$ cat src/rtl/fsm_seq_counter.sv
// FSM-controlled sequence counter with prescaled stepping and four run modes
// (up-wrap, down-wrap, ping-pong, one-shot) under start/pause/clear control.
module fsm_seq_counter #(
  parameter int WIDTH = 13,
  parameter int LIMIT = 5000,
  parameter int DIV   = 1
) (
  input  logic             clk,
  input  logic             reset,
  input  logic             start,
  input  logic             pause,
  input  logic             clear,
  input  logic [1:0]       mode,
  output logic [WIDTH-1:0] out,
  output logic             tc,
  output logic             busy,
  output logic             done,
  output logic             dir
);

  localparam int PW = (DIV > 1) ? $clog2(DIV) : 1;
  localparam logic [WIDTH-1:0] LIM      = WIDTH'(LIMIT);
  localparam logic [WIDTH-1:0] LIM_M1   = WIDTH'(LIMIT - 1);
  localparam logic [WIDTH-1:0] ONE_W    = WIDTH'(1);
  localparam logic [PW-1:0]    PRE_LAST = PW'(DIV - 1);
  localparam logic [PW-1:0]    PRE_ONE  = PW'(1);

  localparam logic [1:0] ST_IDLE = 2'd0;
  localparam logic [1:0] ST_RUN  = 2'd1;
  localparam logic [1:0] ST_HOLD = 2'd2;
  localparam logic [1:0] ST_DONE = 2'd3;

  localparam logic [1:0] M_UP   = 2'd0;
  localparam logic [1:0] M_DOWN = 2'd1;
  localparam logic [1:0] M_PING = 2'd2;
  localparam logic [1:0] M_ONE  = 2'd3;

  logic [1:0]       state_q, state_d;
  logic [1:0]       mode_q,  mode_d;
  logic [PW-1:0]    pre_q,   pre_d;
  logic [WIDTH-1:0] out_q,   out_d;
  logic             dir_q,   dir_d;
  logic             tc_q,    tc_d;
  logic             busy_q,  busy_d;
  logic             done_q,  done_d;

  logic [WIDTH-1:0] step_out_s;
  logic             step_dir_s;
  logic             step_tc_s;
  logic             step_fin_s;

  // Value the counter would take on a step in the latched mode; out-of-range
  // values (only reachable through upset state) are pulled back to LIMIT.
  always_comb begin
    step_out_s = out_q;
    step_dir_s = dir_q;
    step_tc_s  = 1'b0;
    step_fin_s = 1'b0;
    case (mode_q)
      M_UP: begin
        if (out_q >= LIM) begin
          step_out_s = '0;
          step_tc_s  = 1'b1;
        end else begin
          step_out_s = out_q + ONE_W;
        end
      end
      M_DOWN: begin
        if (out_q == '0) begin
          step_out_s = LIM;
          step_tc_s  = 1'b1;
        end else if (out_q > LIM) begin
          step_out_s = LIM;
        end else begin
          step_out_s = out_q - ONE_W;
        end
      end
      M_PING: begin
        if (dir_q) begin
          if (out_q >= LIM_M1) begin
            step_out_s = LIM;
            step_dir_s = 1'b0;
            step_tc_s  = 1'b1;
          end else begin
            step_out_s = out_q + ONE_W;
          end
        end else begin
          if (out_q <= ONE_W) begin
            step_out_s = '0;
            step_dir_s = 1'b1;
            step_tc_s  = 1'b1;
          end else if (out_q > LIM) begin
            step_out_s = LIM;
          end else begin
            step_out_s = out_q - ONE_W;
          end
        end
      end
      M_ONE: begin
        if (out_q >= LIM_M1) begin
          step_out_s = LIM;
          step_tc_s  = 1'b1;
          step_fin_s = 1'b1;
        end else begin
          step_out_s = out_q + ONE_W;
        end
      end
      default: begin
        step_out_s = '0;
      end
    endcase
  end

  // Next-state: clear beats start beats pause; HOLD with pause low steps like RUN.
  always_comb begin
    state_d = state_q;
    mode_d  = mode_q;
    pre_d   = pre_q;
    out_d   = out_q;
    dir_d   = dir_q;
    tc_d    = 1'b0;
    if (clear) begin
      state_d = ST_IDLE;
      out_d   = '0;
      dir_d   = 1'b1;
      pre_d   = '0;
    end else if (start) begin
      state_d = ST_RUN;
      mode_d  = mode;
      pre_d   = '0;
      if (mode == M_DOWN) begin
        out_d = LIM;
        dir_d = 1'b0;
      end else begin
        out_d = '0;
        dir_d = 1'b1;
      end
    end else begin
      case (state_q)
        ST_IDLE: begin
          state_d = ST_IDLE;
        end
        ST_RUN, ST_HOLD: begin
          if (pause) begin
            state_d = ST_HOLD;
          end else if (pre_q >= PRE_LAST) begin
            pre_d   = '0;
            out_d   = step_out_s;
            dir_d   = step_dir_s;
            tc_d    = step_tc_s;
            state_d = step_fin_s ? ST_DONE : ST_RUN;
          end else begin
            pre_d   = pre_q + PRE_ONE;
            state_d = ST_RUN;
          end
        end
        ST_DONE: begin
          state_d = ST_DONE;
        end
        default: begin
          state_d = ST_IDLE;
          out_d   = '0;
          dir_d   = 1'b1;
          pre_d   = '0;
        end
      endcase
    end
    busy_d = (state_d == ST_RUN) || (state_d == ST_HOLD);
    done_d = (state_d == ST_DONE);
  end

  // State and output registers.
  always_ff @(posedge clk or negedge reset) begin
    if (!reset) begin
      state_q <= ST_IDLE;
      mode_q  <= M_UP;
      pre_q   <= '0;
      out_q   <= '0;
      dir_q   <= 1'b1;
      tc_q    <= 1'b0;
      busy_q  <= 1'b0;
      done_q  <= 1'b0;
    end else begin
      state_q <= state_d;
      mode_q  <= mode_d;
      pre_q   <= pre_d;
      out_q   <= out_d;
      dir_q   <= dir_d;
      tc_q    <= tc_d;
      busy_q  <= busy_d;
      done_q  <= done_d;
    end
  end

  assign out  = out_q;
  assign tc   = tc_q;
  assign busy = busy_q;
  assign done = done_q;
  assign dir  = dir_q;

endmodule

$ cat config.mk
export PLATFORM = sky130hd
export DESIGN_NAME = fsm_seq_counter
export DESIGN_NICKNAME = d
export VERILOG_FILES = /design/src/rtl/fsm_seq_counter.sv
export SDC_FILE = /design/constraint.sdc
export NUM_CORES = 1
export LEC_CHECK = 0
export BUFFER_PORTS_ARGS = -buffer_cell sky130_fd_sc_hd__clkbuf_2
export CORE_MARGIN = 2
export CORE_UTILIZATION = 45
export CTS_CLUSTER_SIZE = 10
export DETAILED_ROUTE_END_ITERATION = 12
export GPL_TIMING_DRIVEN = 0
export PLACE_DENSITY = 0.74
export SLEW_MARGIN = 0
export SYNTH_ARGS = -nofsm -noshare
export SYNTH_HDL_FRONTEND = slang
export SYNTH_SLANG_ARGS = --single-unit
export TNS_END_PERCENT = 100
$ cat constraint.sdc
create_clock -name clk -period 3.3 [get_ports clk]
set_input_delay 0.495 -clock clk [delete_from_list [all_inputs] [get_ports clk]]
set_output_delay 0.495 -clock clk [all_outputs]
set_load 0.01 [all_outputs]
==> flow_summary.json <==
{
  "status": "completed",
  "power_density_nw_per_um2": 605,
  "start_util_pct": 47.3,
  "startpoint": "out[6]$_DFFE_PN0P_",
  "multi_input_area_um2": 1140,
  "drc": 0,
  "hpwl_um": 3410,
  "rrSetupSlack_ns": 0.18,
  "cp-end-kind": "register",
  "internal-power_uw": 648,
  "r2r_start": "out[6]$_DFFE_PN0P_",
  "synth_top_area_cell": "dfrtp_1",
  "critPathTopFamily": "compound AO/OA/AOI/OAI gates",
  "dr.pass1.iters": 4,
  "period_needed_ns": 3.12,
  "fill_cells": 361,
  "syn_area_per_cell_um2": 8.21,
  "maxCapViolCount": 0,
  "worst_pin_slew_ns": 1.07,
  "synth_seq_cells": 21,
  "chipHeight_um": 66.5,
  "timing.fmax_mhz": 321,
  "seq_area_frac_synth_pct": 30.0,
  "seqPwrFrac_pct": 29.3,
  "skew_ns": 0.00797,
  "antennaDiodeCount": 0,
  "worst-path-buf-inv": 1,
  "worstSetupPathType": "register to register",
  "cts_htree_levels": 1,
  "syn_to_final_growth_pct": 12.3,
  "layout-drive-gt1-share_pct": 17.1,
  "ys_types": 54,
  "crit_path_top_delay_cell": "nor4_1",
  "cp_data_required_time_ns": 3.45,
  "reg2reg_depth": 6,
  "setup-violations-final": 0,
  "crit_chain": "clkbuf_1 > nor4_1 > o31ai_1 > a211oi_1 > o41ai_1 > a221o_1",
  "nets": 255,
  "grt_pass1_vias": 1583,
  "hold_class": "input port to asynchronous set/reset pin",
  "fin_cells": 288,
  "seq_area_um2": 527,
  "timing.rr.end": "out[3]$_DFFE_PN0P_",
  "dieArea_um2": 4420,
  "ioPinCount": 24,
  "grt_pass1_wl_um": 7480,
  "dr_total_vias": 1791,
  "finalWirelength_um": 4470,
  "antenna_found_initial": 0,
  "startpoint_type": "register",
  "rsz0062_at_grt": "false",
  "drv_slew": 0,
  "whs_ns": 0.195,
  "die_x_um": 66.5,
  "period_share_pct": 94.5,
  "grt_use_total_pct": 22.1,
  "routed_via_density": 6.22,
  "ir_drop_uv": 377,
  "yosysWarningCount": 0,
  "swShare_pct": 45.8,
  "worstPathArrival_ns": 3.26,
  "wl_per_cell_um": 15.5,
  "cts_resized": 0,
  "cts_buffer_depth": 2,
  "maxSlewHeadroom_pct": 28.0,
  "dpl_cell_area_um2": 1930,
  "synth-edff-count": 0,
  "combPwrFrac_pct": 55.9,
  "postSynth.asyncResetShare_pct": 100,
  "hold_violations": 0,
  "synth_nets": 228,
  "clock_sinks": 21,
  "synth_top_area_share_pct": 28.5,
  "yosys-top-cells-area": "dfrtp_1, a221oi_1, ha_1, nor2_1, o21ai_0",
  "grt_max_degree": 22,
  "power_frac_clock_pct": 14.8,
  "rows": 22,
  "grt_overflow": 0,
  "cts_made_buffers": 3,
  "cts_root_buf": "clkbuf_8",
  "synthCells": 214,
  "critical_path.max_stage_delay_ns": 0.77,
  "synthesis.area_um2": 1760,
  "power_mw": 1.19,
  "insertion_delay_ns": 0.27,
  "cts_hold_buf": 0,
  "p_switching_uw": 547,
  "path_clk_slew_ns": 0.09,
  "fp.coreArea_um2": 3720,
  "dpl.cell_count": 284,
  "leakagePower_nw": 0.826,
  "ant_nets": 0,
  "gp_congestion": 1.02,
  "cp_max_fo": 8,
  "post_cts_buffers": 0,
  "drt_iter0_markers": 154,
  "synthFlopType": "dfrtp_1",
  "setup_tns_ns": 0,
  "cts_tree": "done",
  "io_buffers": 22,
  "post-route-cell-area_um2": 1970
}
==> metal layers <==
layer	wire (um)	track usage [%]	up-vias
li1	-	-	867
met1	2110	32.1	857
met2	2040	34.4	61
met5	0	0	-
met4	55	6.89	0
met3	256	2.03	6
==> worst max path at each step <==
stage,endpoint,slack (ns),depth (start not counted)
6_report,out[3]$_DFFE_PN0P_,0.18,6
5_1_grt,out[12]$_DFFE_PN0P_,0.02,6
4_1_cts,out[12]$_DFFE_PN0P_,0.19,6
3_5_place_dp,out[12]$_DFFE_PN0P_,0.20,6
3_3_place_gp,out[12]$_DFFE_PN0P_,0.20,6
2_1_floorplan,out[7]$_DFFE_PN0P_,0.64,7
==> placed cells by master (no fill, tap or decap), drive strengths merged, types with 2 or more instances in the layout <==
cell | synthesis | routed
a22oi | 2 | 2
a221o | 3 | 3
o31ai | 5 | 5
nor2b | 7 | 7
o21ai | 14 | 14
a211oi | 4 | 4
a21o | 2 | 2
a21oi | 9 | 9
nand2 | 13 | 13
clkbuf | 11 | 36
dfrtp | 20 | 20
inv | 9 | 9
mux2 | 2 | 2
ha | 7 | 7
nor3b | 3 | 3
nor4 | 9 | 9
nor2 | 20 | 20
o21a | 3 | 3
xor2 | 2 | 2
and4 | 2 | 2
nand2b | 5 | 5
a221oi | 11 | 11
nor3 | 14 | 14
nand3 | 10 | 10
or2 | 2 | 2
and3 | 2 | 2
a31oi | 2 | 2
==> kinds of logic (layout without fill, tap and decap cells) <==
kind of cell / count (synthesis) / in the layout / share of synthesized area [%]
simple gates: 95 / 95 / 30.0
mux: 3 / 3 / 1.85
compound gates: 64 / 64 / 26.8
fa+ha+maj: 7 / 7 / 4.98
xor+xnor: 3 / 3 / 1.49
flops: 21 / 21 / 30.0
buf+inv: 21 / 47 / 4.91
==> flip-flops by register name (all words and copies together) (netlist names) <==
signal   cells
mode_q       2
out         13
done         1
dir          1
tc           1
state_q      2
busy         1
==> per-stage QoR <==
| step | setup slack [ns] | utilization (%) |
|---|---|---|
| 6_report | 0.181 | 53.1 |
| 4_1_cts | 0.195 | 53.1 |
| 2_1_floorplan | 0.639 | - |
| 3_3_place_gp | 0.197 | 51.9 |
| 5_1_grt | 0.0248 | 53.1 |
| 3_5_place_dp | 0.198 | 51.9 |
==> cells in the mapped netlist, types with 2 or more instances <==
| cell type | count |
|---|---|
| dfrtp_1 | 20 |
| nor2_1 | 20 |
| nand2_1 | 13 |
| o21ai_0 | 13 |
| nor3_1 | 12 |
| clkbuf_1 | 11 |
| a221oi_1 | 10 |
| nand3_1 | 10 |
| a21oi_1 | 9 |
| inv_1 | 9 |
| nor4_1 | 9 |
| ha_1 | 7 |
| nor2b_1 | 7 |
| nand2b_1 | 5 |
| o31ai_1 | 5 |
| a211oi_1 | 3 |
| a221o_1 | 3 |
| nor3b_1 | 3 |
| o21a_1 | 3 |
| a21o_1 | 2 |
| a22oi_1 | 2 |
| a31oi_1 | 2 |
| and4_1 | 2 |
| mux2_2 | 2 |
| nor3_2 | 2 |
| xor2_1 | 2 |
==> worst register-to-register path, delay by kind of cell (launching register included) <==
family          cells  cell delay [ns]
simple gates        1             0.77
buf+inv             1             0.20
flops               1             0.38
compound gates      4             1.65
==> power by group through the flow <==
| stage | clock network (mW) | logic (mW) | registers (mW) |
|---|---|---|---|
| after floorplan | 0 | 0.481 | 0.365 |
| after global placement | 0 | 0.657 | 0.353 |
| after detailed placement | 0 | 0.659 | 0.355 |
| after CTS | 0.185 | 0.662 | 0.351 |
| after global routing | 0.199 | 0.737 | 0.357 |
| final | 0.176 | 0.668 | 0.350 |
==> final cells by class <==
cell class                 count  area share, %
buffer                        12           2.66
clock buffer                   3           2.09
clock inverter                 1          0.253
inverter                       9           1.71
multi-input combinational    172           58.0
sequential                    21           26.7
tap                           48           3.04
timing repair buffer          22           5.58
No activity file was read; power rests on OpenSTA's default activity.
